[src/rtl/hdr_dispatcher.sv]
// Header dispatcher: collects a header byte stream into a fixed-size buffer,
// starts the packet processor, waits for it to finish, then streams the
// buffered bytes to egress. Only one packet is in flight at a time.
module hdr_dispatcher #(
    parameter int HDR_MAX_LEN = 64,
    parameter int LEN_W       = 7
) (
    input  logic                        clk,
    input  logic                        rst,
    input  logic                        in_valid_i,
    input  logic [7:0]                  in_data_i,
    input  logic                        in_last_i,
    output logic                        in_ready_o,
    output logic                        proc_start_o,
    output logic [HDR_MAX_LEN-1:0][7:0] proc_hdr_o,
    input  logic                        proc_ready_i,
    output logic                        out_valid_o,
    output logic [7:0]                  out_data_o,
    output logic                        out_last_o,
    input  logic                        out_ready_i,
    output logic [LEN_W-1:0]            hdr_len_o,
    output logic [31:0]                 pkt_cnt_o,
    output logic [31:0]                 trunc_cnt_o
);

    localparam int IDX_W = (HDR_MAX_LEN > 1) ? $clog2(HDR_MAX_LEN) : 1;
    localparam logic [LEN_W-1:0] MAX_LEN = LEN_W'(HDR_MAX_LEN);

    typedef enum logic [2:0] {S_RECV, S_START, S_ARM, S_WAIT, S_SEND} state_t;

    state_t                        state_reg, state_next;
    logic                          in_ready_reg;
    logic                          proc_start_reg;
    logic [LEN_W-1:0]              wr_ptr_reg, wr_ptr_next;
    logic [LEN_W-1:0]              rd_ptr_reg, rd_ptr_next;
    logic [LEN_W-1:0]              rd_ptr_inc;
    logic                          trunc_reg, trunc_next;
    logic [LEN_W-1:0]              hdr_len_reg, hdr_len_next;
    logic                          out_valid_reg, out_valid_next;
    logic [7:0]                    out_data_reg, out_data_next;
    logic                          out_last_reg, out_last_next;
    logic [31:0]                   pkt_cnt_reg, pkt_cnt_next;
    logic [31:0]                   trunc_cnt_reg, trunc_cnt_next;
    logic                          buf_wr_en;
    logic                          buf_clr;
    logic [HDR_MAX_LEN-1:0][7:0]   buf_all;

    // Header buffer: one register per byte so proc can see the whole array.
    for (genvar gi = 0; gi < HDR_MAX_LEN; gi++) begin : g_byte
        logic [7:0] byte_reg;
        // Load on a write aimed at this slot; clear on reset and at packet end.
        always_ff @(posedge clk) begin
            if (!rst || buf_clr) begin
                byte_reg <= '0;
            end else if (buf_wr_en && (wr_ptr_reg[IDX_W-1:0] == IDX_W'(gi))) begin
                byte_reg <= in_data_i;
            end
        end
        assign buf_all[gi] = byte_reg;
    end

    // Next-state and datapath decisions for the packet lifecycle.
    always_comb begin
        state_next     = state_reg;
        wr_ptr_next    = wr_ptr_reg;
        rd_ptr_next    = rd_ptr_reg;
        trunc_next     = trunc_reg;
        hdr_len_next   = hdr_len_reg;
        out_valid_next = out_valid_reg;
        out_data_next  = out_data_reg;
        out_last_next  = out_last_reg;
        pkt_cnt_next   = pkt_cnt_reg;
        trunc_cnt_next = trunc_cnt_reg;
        buf_wr_en      = 1'b0;
        buf_clr        = 1'b0;
        rd_ptr_inc     = rd_ptr_reg + LEN_W'(1);

        case (state_reg)
            S_RECV: begin
                if (in_valid_i && in_ready_reg) begin
                    // Bytes beyond the buffer are dropped; the pointer saturates.
                    if (wr_ptr_reg < MAX_LEN) begin
                        buf_wr_en   = 1'b1;
                        wr_ptr_next = wr_ptr_reg + LEN_W'(1);
                    end else begin
                        trunc_next = 1'b1;
                    end
                    if (in_last_i) begin
                        state_next   = S_START;
                        hdr_len_next = (wr_ptr_reg < MAX_LEN) ? wr_ptr_reg + LEN_W'(1) : MAX_LEN;
                    end
                end
            end
            S_START: begin
                state_next = S_ARM;
            end
            S_ARM: begin
                // A ready still high from the previous packet must be seen low first.
                if (!proc_ready_i) begin
                    state_next = S_WAIT;
                end
            end
            S_WAIT: begin
                if (proc_ready_i) begin
                    state_next     = S_SEND;
                    rd_ptr_next    = '0;
                    out_valid_next = 1'b1;
                    out_data_next  = buf_all[0];
                    out_last_next  = (hdr_len_reg == LEN_W'(1));
                end
            end
            S_SEND: begin
                if (out_valid_reg && out_ready_i) begin
                    if (out_last_reg) begin
                        state_next     = S_RECV;
                        out_valid_next = 1'b0;
                        out_last_next  = 1'b0;
                        out_data_next  = '0;
                        pkt_cnt_next   = pkt_cnt_reg + 32'd1;
                        if (trunc_reg) begin
                            trunc_cnt_next = trunc_cnt_reg + 32'd1;
                        end
                        buf_clr     = 1'b1;
                        wr_ptr_next = '0;
                        rd_ptr_next = '0;
                        trunc_next  = 1'b0;
                    end else begin
                        rd_ptr_next   = rd_ptr_inc;
                        out_data_next = buf_all[rd_ptr_inc[IDX_W-1:0]];
                        out_last_next = ((rd_ptr_inc + LEN_W'(1)) == hdr_len_reg);
                    end
                end
            end
            default: begin
                state_next = S_RECV;
            end
        endcase
    end

    // State and output registers; ready and start are derived from the next state.
    always_ff @(posedge clk) begin
        if (!rst) begin
            state_reg      <= S_RECV;
            in_ready_reg   <= 1'b0;
            proc_start_reg <= 1'b0;
            wr_ptr_reg     <= '0;
            rd_ptr_reg     <= '0;
            trunc_reg      <= 1'b0;
            hdr_len_reg    <= '0;
            out_valid_reg  <= 1'b0;
            out_data_reg   <= '0;
            out_last_reg   <= 1'b0;
            pkt_cnt_reg    <= '0;
            trunc_cnt_reg  <= '0;
        end else begin
            state_reg      <= state_next;
            in_ready_reg   <= (state_next == S_RECV);
            proc_start_reg <= (state_next == S_START);
            wr_ptr_reg     <= wr_ptr_next;
            rd_ptr_reg     <= rd_ptr_next;
            trunc_reg      <= trunc_next;
            hdr_len_reg    <= hdr_len_next;
            out_valid_reg  <= out_valid_next;
            out_data_reg   <= out_data_next;
            out_last_reg   <= out_last_next;
            pkt_cnt_reg    <= pkt_cnt_next;
            trunc_cnt_reg  <= trunc_cnt_next;
        end
    end

    assign in_ready_o   = in_ready_reg;
    assign proc_start_o = proc_start_reg;
    assign proc_hdr_o   = buf_all;
    assign out_valid_o  = out_valid_reg;
    assign out_data_o   = out_data_reg;
    assign out_last_o   = out_last_reg;
    assign hdr_len_o    = hdr_len_reg;
    assign pkt_cnt_o    = pkt_cnt_reg;
    assign trunc_cnt_o  = trunc_cnt_reg;

endmodule

[config.mk]
export PLATFORM = sky130hd
export DESIGN_NAME = hdr_dispatcher
export DESIGN_NICKNAME = d
export VERILOG_FILES = /design/src/rtl/hdr_dispatcher.sv
export SDC_FILE = /design/constraint.sdc
export NUM_CORES = 2
export LEC_CHECK = 0
export ABC_CLOCK_PERIOD_IN_PS = 3200
export CORE_MARGIN = 2
export CORE_UTILIZATION = 33
export DETAILED_ROUTE_END_ITERATION = 7
export GPL_TIMING_DRIVEN = 0
export REMOVE_ABC_BUFFERS = 1
export SLEW_MARGIN = 25
export SYNTH_ARGS = -nofsm -noshare
export SYNTH_HDL_FRONTEND = slang
export SYNTH_SLANG_ARGS = --single-unit
[constraint.sdc]
create_clock -name clk -period 3.2 [get_ports clk]
set_input_delay 0.64 -clock clk [delete_from_list [all_inputs] [get_ports clk]]
set_output_delay 0.64 -clock clk [all_outputs]
set_load 0.005 [all_outputs]
# [Word level (Yosys, flattened, before mapping)]
# Cells that the tools add are included.
[op_classes] n_mux=40 magnitude_cmp=2 n_eq_ne=76 reduce_logical=80 addsub=5
[op_table] cell="== test 6 bit (second input constant)" count=32
[op_table] cell="== test 6 x 5 -> 1 bit (second input constant)" count=16
[op_table] cell="logical AND 1 bit" count=66
[op_table] cell="adder 32 x 1 -> 32 bit (second input constant)" count=2
[op_table] cell="2-to-1 mux 7 bit" count=8
[op_table] cell="binary-select mux 8 bit (select 6 bit)" count=1
[op_table] cell="== test 6 x 4 -> 1 bit (second input constant)" count=8
[op_table] cell="2-to-1 mux 8 bit" count=4
[op_table] cell="case mux 7 bit (2 select lines)" count=2
[op_table] cell="== test 6 x 3 -> 1 bit (second input constant)" count=4
[op_table] cell="adder 7 x 1 -> 7 bit (second input constant)" count=3
[op_table] cell="2-to-1 mux 3 bit" count=6
[op_table] cell="case mux 8 bit (2 select lines)" count=1
[op_table] cell="case mux 3 bit (5 select lines)" count=1
[op_table] cell="2-to-1 mux 1 bit" count=14
[op_table] cell="== test 6 x 2 -> 1 bit (second input constant)" count=2
[op_table] cell="!= test 2 bit (second input constant)" count=6
[op_table] cell="AND reduction 5 bit" count=2
[op_table] cell="AND reduction 3 bit" count=3
[op_table] cell="AND reduction 4 bit" count=2
[op_table] cell="== test 7 x 1 -> 1 bit (second input constant)" count=1
[op_table] cell="== test 7 bit" count=1
[op_table] cell="< comparator 6 x 7 -> 1 bit (second input constant)" count=1
[op_table] cell="< comparator 7 bit (second input constant)" count=1
[op_table] cell="10 further kinds" count=16
[word_totals] reg_bits=613 wordCells=279 inputBits=14 output_inout_bits=595

# [Longest topological paths before layout]
[logic_depth] depth_word=6 mapped_depth=16 mapped_depth_nobuf=8

# [Worst setup path after synthesis]
# No wires, ideal clock.
[synth_timing] path_type="register to register" start="register rd_ptr_reg[0]" end="register out_data_reg[2], in the netlist out_data_o[2]" path_slack_ps=37 n_path_buf=6 path_stages_with_launch=15 setup_ps=126 t_arrival_ps=3037 t_required_ps=3074 period_less_slack_ps=3163 path_cell_list="dfxtp_1 > buf_6 > buf_8 > buf_4 > buf_4 > inv_1 > ha_1 > buf_2 > buf_2 > mux4_2 > mux2i_1 > a21oi_1 > a2111oi_0 > o21a_1 > o21ai_0"
[synth_between] elab_chain_cells=6
[synth_lines] item="start: declaration" line_no="35" text="logic [LEN_W-1:0] rd_ptr_reg, rd_ptr_next;"
[synth_lines] item="start signal: assignment" line_no="160" text="rd_ptr_reg <= rd_ptr_next;"
[synth_lines] item="adder 7 x 1 -> 7 bit" line_no="76" text="rd_ptr_inc = rd_ptr_reg + LEN_W'(1);"
[synth_lines] item="binary-select mux 8 bit (select 6 bit)" line_no="129" text="out_data_next = buf_all[rd_ptr_inc[IDX_W-1:0]];"
[synth_lines] item="2-to-1 mux 8 bit (not written as such)" line_no="129"
[synth_lines] item="2-to-1 mux 8 bit" line_no="114" text="if (out_last_reg) begin"
[synth_lines] item="2-to-1 mux 8 bit" line_no="113" text="if (out_valid_reg && out_ready_i) begin"
[synth_lines] item="case mux 8 bit (2 select lines)" line_no="78" text="case (state_reg)"
[synth_lines] item="end signal: assignment" line_no="164" text="out_data_reg <= out_data_next;"
[synth_lines] item="end: declaration" line_no="40" text="logic [7:0] out_data_reg, out_data_next;"
# Every way passes these cells. The select of a mux whose other input is x is not followed.
# A chain may end at the register's enable or synchronous reset.

# [Final worst setup path]
[layout_timing] start="register rd_ptr_reg[0]" end="register out_data_reg[3], in the netlist out_data_o[3]"
# The elaborated chain is that of the path after synthesis.

==> impl_metrics.tcl <==
set metrics [dict create \
    intPower_mw 13.0 \
    wirelength_um 117000 \
    dp_hpwl_um 83000 \
    die-area_um2 87100 \
    cts.clk_slew.worst_paths_ps 60 \
    critPathTopFamily "compound AO/OA/AOI/OAI gates" \
    rsz0062_at_grt "false" \
    drt_first_pass_iters 6 \
    critical_path_class "register to register" \
    syn_area_per_cell_um2 9.34 \
    power_frac_seq 0.453 \
    synth_commonest_cells "dfxtp_1 (613), nand2_1 (451), nor2_1 (312), mux2i_1 (280), a21oi_1 (256)" \
    async_flop_share 0 \
    drive_above_1_share 0.114 \
    htreeDepth 3 \
    nets 3540 \
    vias_per_cell 5.34 \
    dieWidth_um 295 \
    std_cell_rows 106 \
    grt_overflow_total 0 \
    grt_max_degree 68 \
    cts_root_buffer "clkbuf_16" \
    diodes 0 \
    combinationalPowerShare 0.031 \
    critPathArrivalTime_ps 3770 \
    regToRegStartpoint "rd_ptr_reg[0]$_SDFFE_PN0P_" \
    largest_reg_flops 512 \
    vias 25150 \
    crit_end "out_data_o[3]$_SDFFE_PN0P_" \
    p_switching_mw 3.91 \
    hold_viol 0 \
    max-cap-violations 0 \
    min_path_type "input pin to register" \
    synth_cell_types 73 \
    cp-end-kind "register" \
    first_global_vias 23667 \
    ant_nets 0 \
    worst_slack_ps -99.5 \
    n_fill_cell 8159 \
    cts.sinks 613 \
    status "complete, but fails checks" \
    synthFlopType "dfxtp_1" \
    synth-edff-count 0 \
    cts_tree "yes" \
    drt-initial-drc-count 1988 \
    yosys_warnings 0 \
    crit_path_max_fanout 6 \
    finalSetupViolCount 2 \
    cp.depth 10 \
    slowest_delay_ps 1030 \
    critPathSlowestCell "a222oi_1" \
    gp_congestion 0.848 \
    core_um2 83800 \
    vdd_ir_drop_max_mv 0.351 \
    max_slew.worst_pin.slew_ps 1210 \
    reg2reg_slack_ps -100 \
    synth_seq_cells 613 \
    tns_ps -102 \
    synth_top_cell_area_share 0.439 \
    reg2reg_depth 10 \
    p_sw_frac 0.231 \
    powerDensity_nw_per_um2 440 \
    die_h_um 295 \
    final_util 0.459 \
    slew_viol_final 0 \
    drt-wirelength-per-cell_um 24.8 \
    critPathLaunchType "register" \
    fmax_ghz 0.303 \
    synth_most_common_cell "dfxtp_1" \
    critPathLaunch "rd_ptr_reg[0]$_SDFFE_PN0P_" \
    yosysSeqAreaShare 0.439 \
    fin_skew_ps 21.4 \
    clockBufferDepth 3 \
    period_minus_slack_ps 3300 \
    synth_area_leader_cell "dfxtp_1" \
    portBuffers 608 \
    grt_pass1_wl_um 167000 \
    initial_core_util 0.334 \
    violations "negative setup slack" \
    cts_made_buffers 74 \
    rr_endpoint "out_data_o[3]$_SDFFE_PN0P_" \
    area_growth_pct 37.5 \
    multi_input_area_um2 14800 \
    netlist_area_um2 28000 \
    syn_inst 2993 \
    finalCritPeriodShare 1.03 \
    ios 609 \
    clk_latency_ps 620 \
    power_mw 16.9 \
    drc 0 \
    maxSlewHeadroom 0.190 \
    register_area_um2 12300 \
    leakagePower_nw 14.9 \
    critical_path_required_ps 3670 \
    cp_num_buf_inv 3 \
    grtUsageTotal 0.257 \
    pwr-share-clk 0.515 \
    worstPathCellList "buf_12 > clkinvlp_4 > ha_4 > buf_12 > mux4_2 > nand2_1 > nand2_1 > a222oi_1 > a21boi_2 > o311ai_1" \
    hold_buffers 0 \
    antenna_found_initial 1 \
    synth_area_leaders "dfxtp_1 (44%), mux4_2 (10%), mux2i_1 (10%)" \
]
how the worst min path moves through the flow:
stage                                                   start                                  end  slack [ps]  cells past startpoint
final                                            in_data_i[6]  g_byte[24].byte_reg[6]$_SDFFE_PP0P_         470                      3
after global routing                             in_data_i[1]  g_byte[51].byte_reg[1]$_SDFFE_PP0P_         460                      3
after CTS                                        in_data_i[1]  g_byte[53].byte_reg[1]$_SDFFE_PP0P_         420                      3
after detailed placement  g_byte[47].byte_reg[5]$_SDFFE_PP0P_  g_byte[47].byte_reg[5]$_SDFFE_PP0P_         460                      2
after global placement    g_byte[47].byte_reg[2]$_SDFFE_PP0P_  g_byte[47].byte_reg[2]$_SDFFE_PP0P_         460                      2
after floorplan           g_byte[15].byte_reg[0]$_SDFFE_PP0P_  g_byte[15].byte_reg[0]$_SDFFE_PP0P_         460                      2
cell type report:
type	instances	area share
multi-input combinational	2138	0.385
sequential	613	0.319
timing repair buffer	681	0.193
clock buffer	112	0.0569
tap	1134	0.0369
clock inverter	21	0.00827
inverter	9	0.000976
through the flow:
step | cell area [um2] | worst slack, ps | hold WS, ps | cells
6_report | 38400 | -99.5 | 466 | 4708
5_1_grt | 38400 | 36.9 | 464 | 4708
4_1_cts | 38400 | 26.8 | 419 | 4703
3_5_place_dp | 35500 | -1200 | 464 | 4554
3_3_place_gp | 34400 | -17630 | 461 | 4502
2_1_floorplan | 26900 | -7000 | 463 | 2760
power groups by stage:
stage               registers, mW  clock network, mW  logic (mW)
global route                 7.67               9.18       0.556
floorplan                    7.83                  0       0.162
finish                       7.67               8.72       0.527
global placement             7.84                  0       0.462
CTS                          7.67               8.89       0.526
detailed placement           7.84                  0       0.525
cell usage in the layout (no fill, tap or decap), types with 23 or more instances in the layout:
master             n
dfxtp_1          612
clkdlybuf4s50_1  599
nand2_1          449
nor2_1           309
mux2i_1          280
a21oi_1          256
o21ai_0          254
mux4_2           128
nand3_1           93
clkbuf_16         75
and2_1            53
xnor2_1           49
nor2b_1           26
nand3_2           23
logic make-up (layout without fill, tap and decap cells):
logic type | count (synthesis) | after routing | share of synthesized area
AOI/OAI and AO/OA | 596 | 596 | 0.117
xor gates and xnor gates | 72 | 72 | 0.0230
adders and majority gates | 9 | 9 | 0.00403
buffers and inverters | 242 | 823 | 0.0404
DFF | 613 | 613 | 0.439
muxes | 408 | 408 | 0.203
and+or+nand+nor | 1053 | 1053 | 0.174
timing repair:
item                                    CTS  global route
resized for setup                        22             4
gates cloned                              4             0
setup buffers                            12             5
endpoints found under the setup margin    8            29
pin swaps                                 4             1
routing by layer:
metal,part of all wire,vias up,global-route usage
met5,0,-,0
met1,0.42,12462,0.335
met2,0.47,941,0.418
met3,0.079,178,0.0622
met4,0.032,0,0.0827
li1,-,11569,-
tightest hold or removal path, cell delays in order:
cell	delay (ps)
buf_4	230
nand2_1	100
a21oi_1	50
Power figures use the tool's default switching activity.
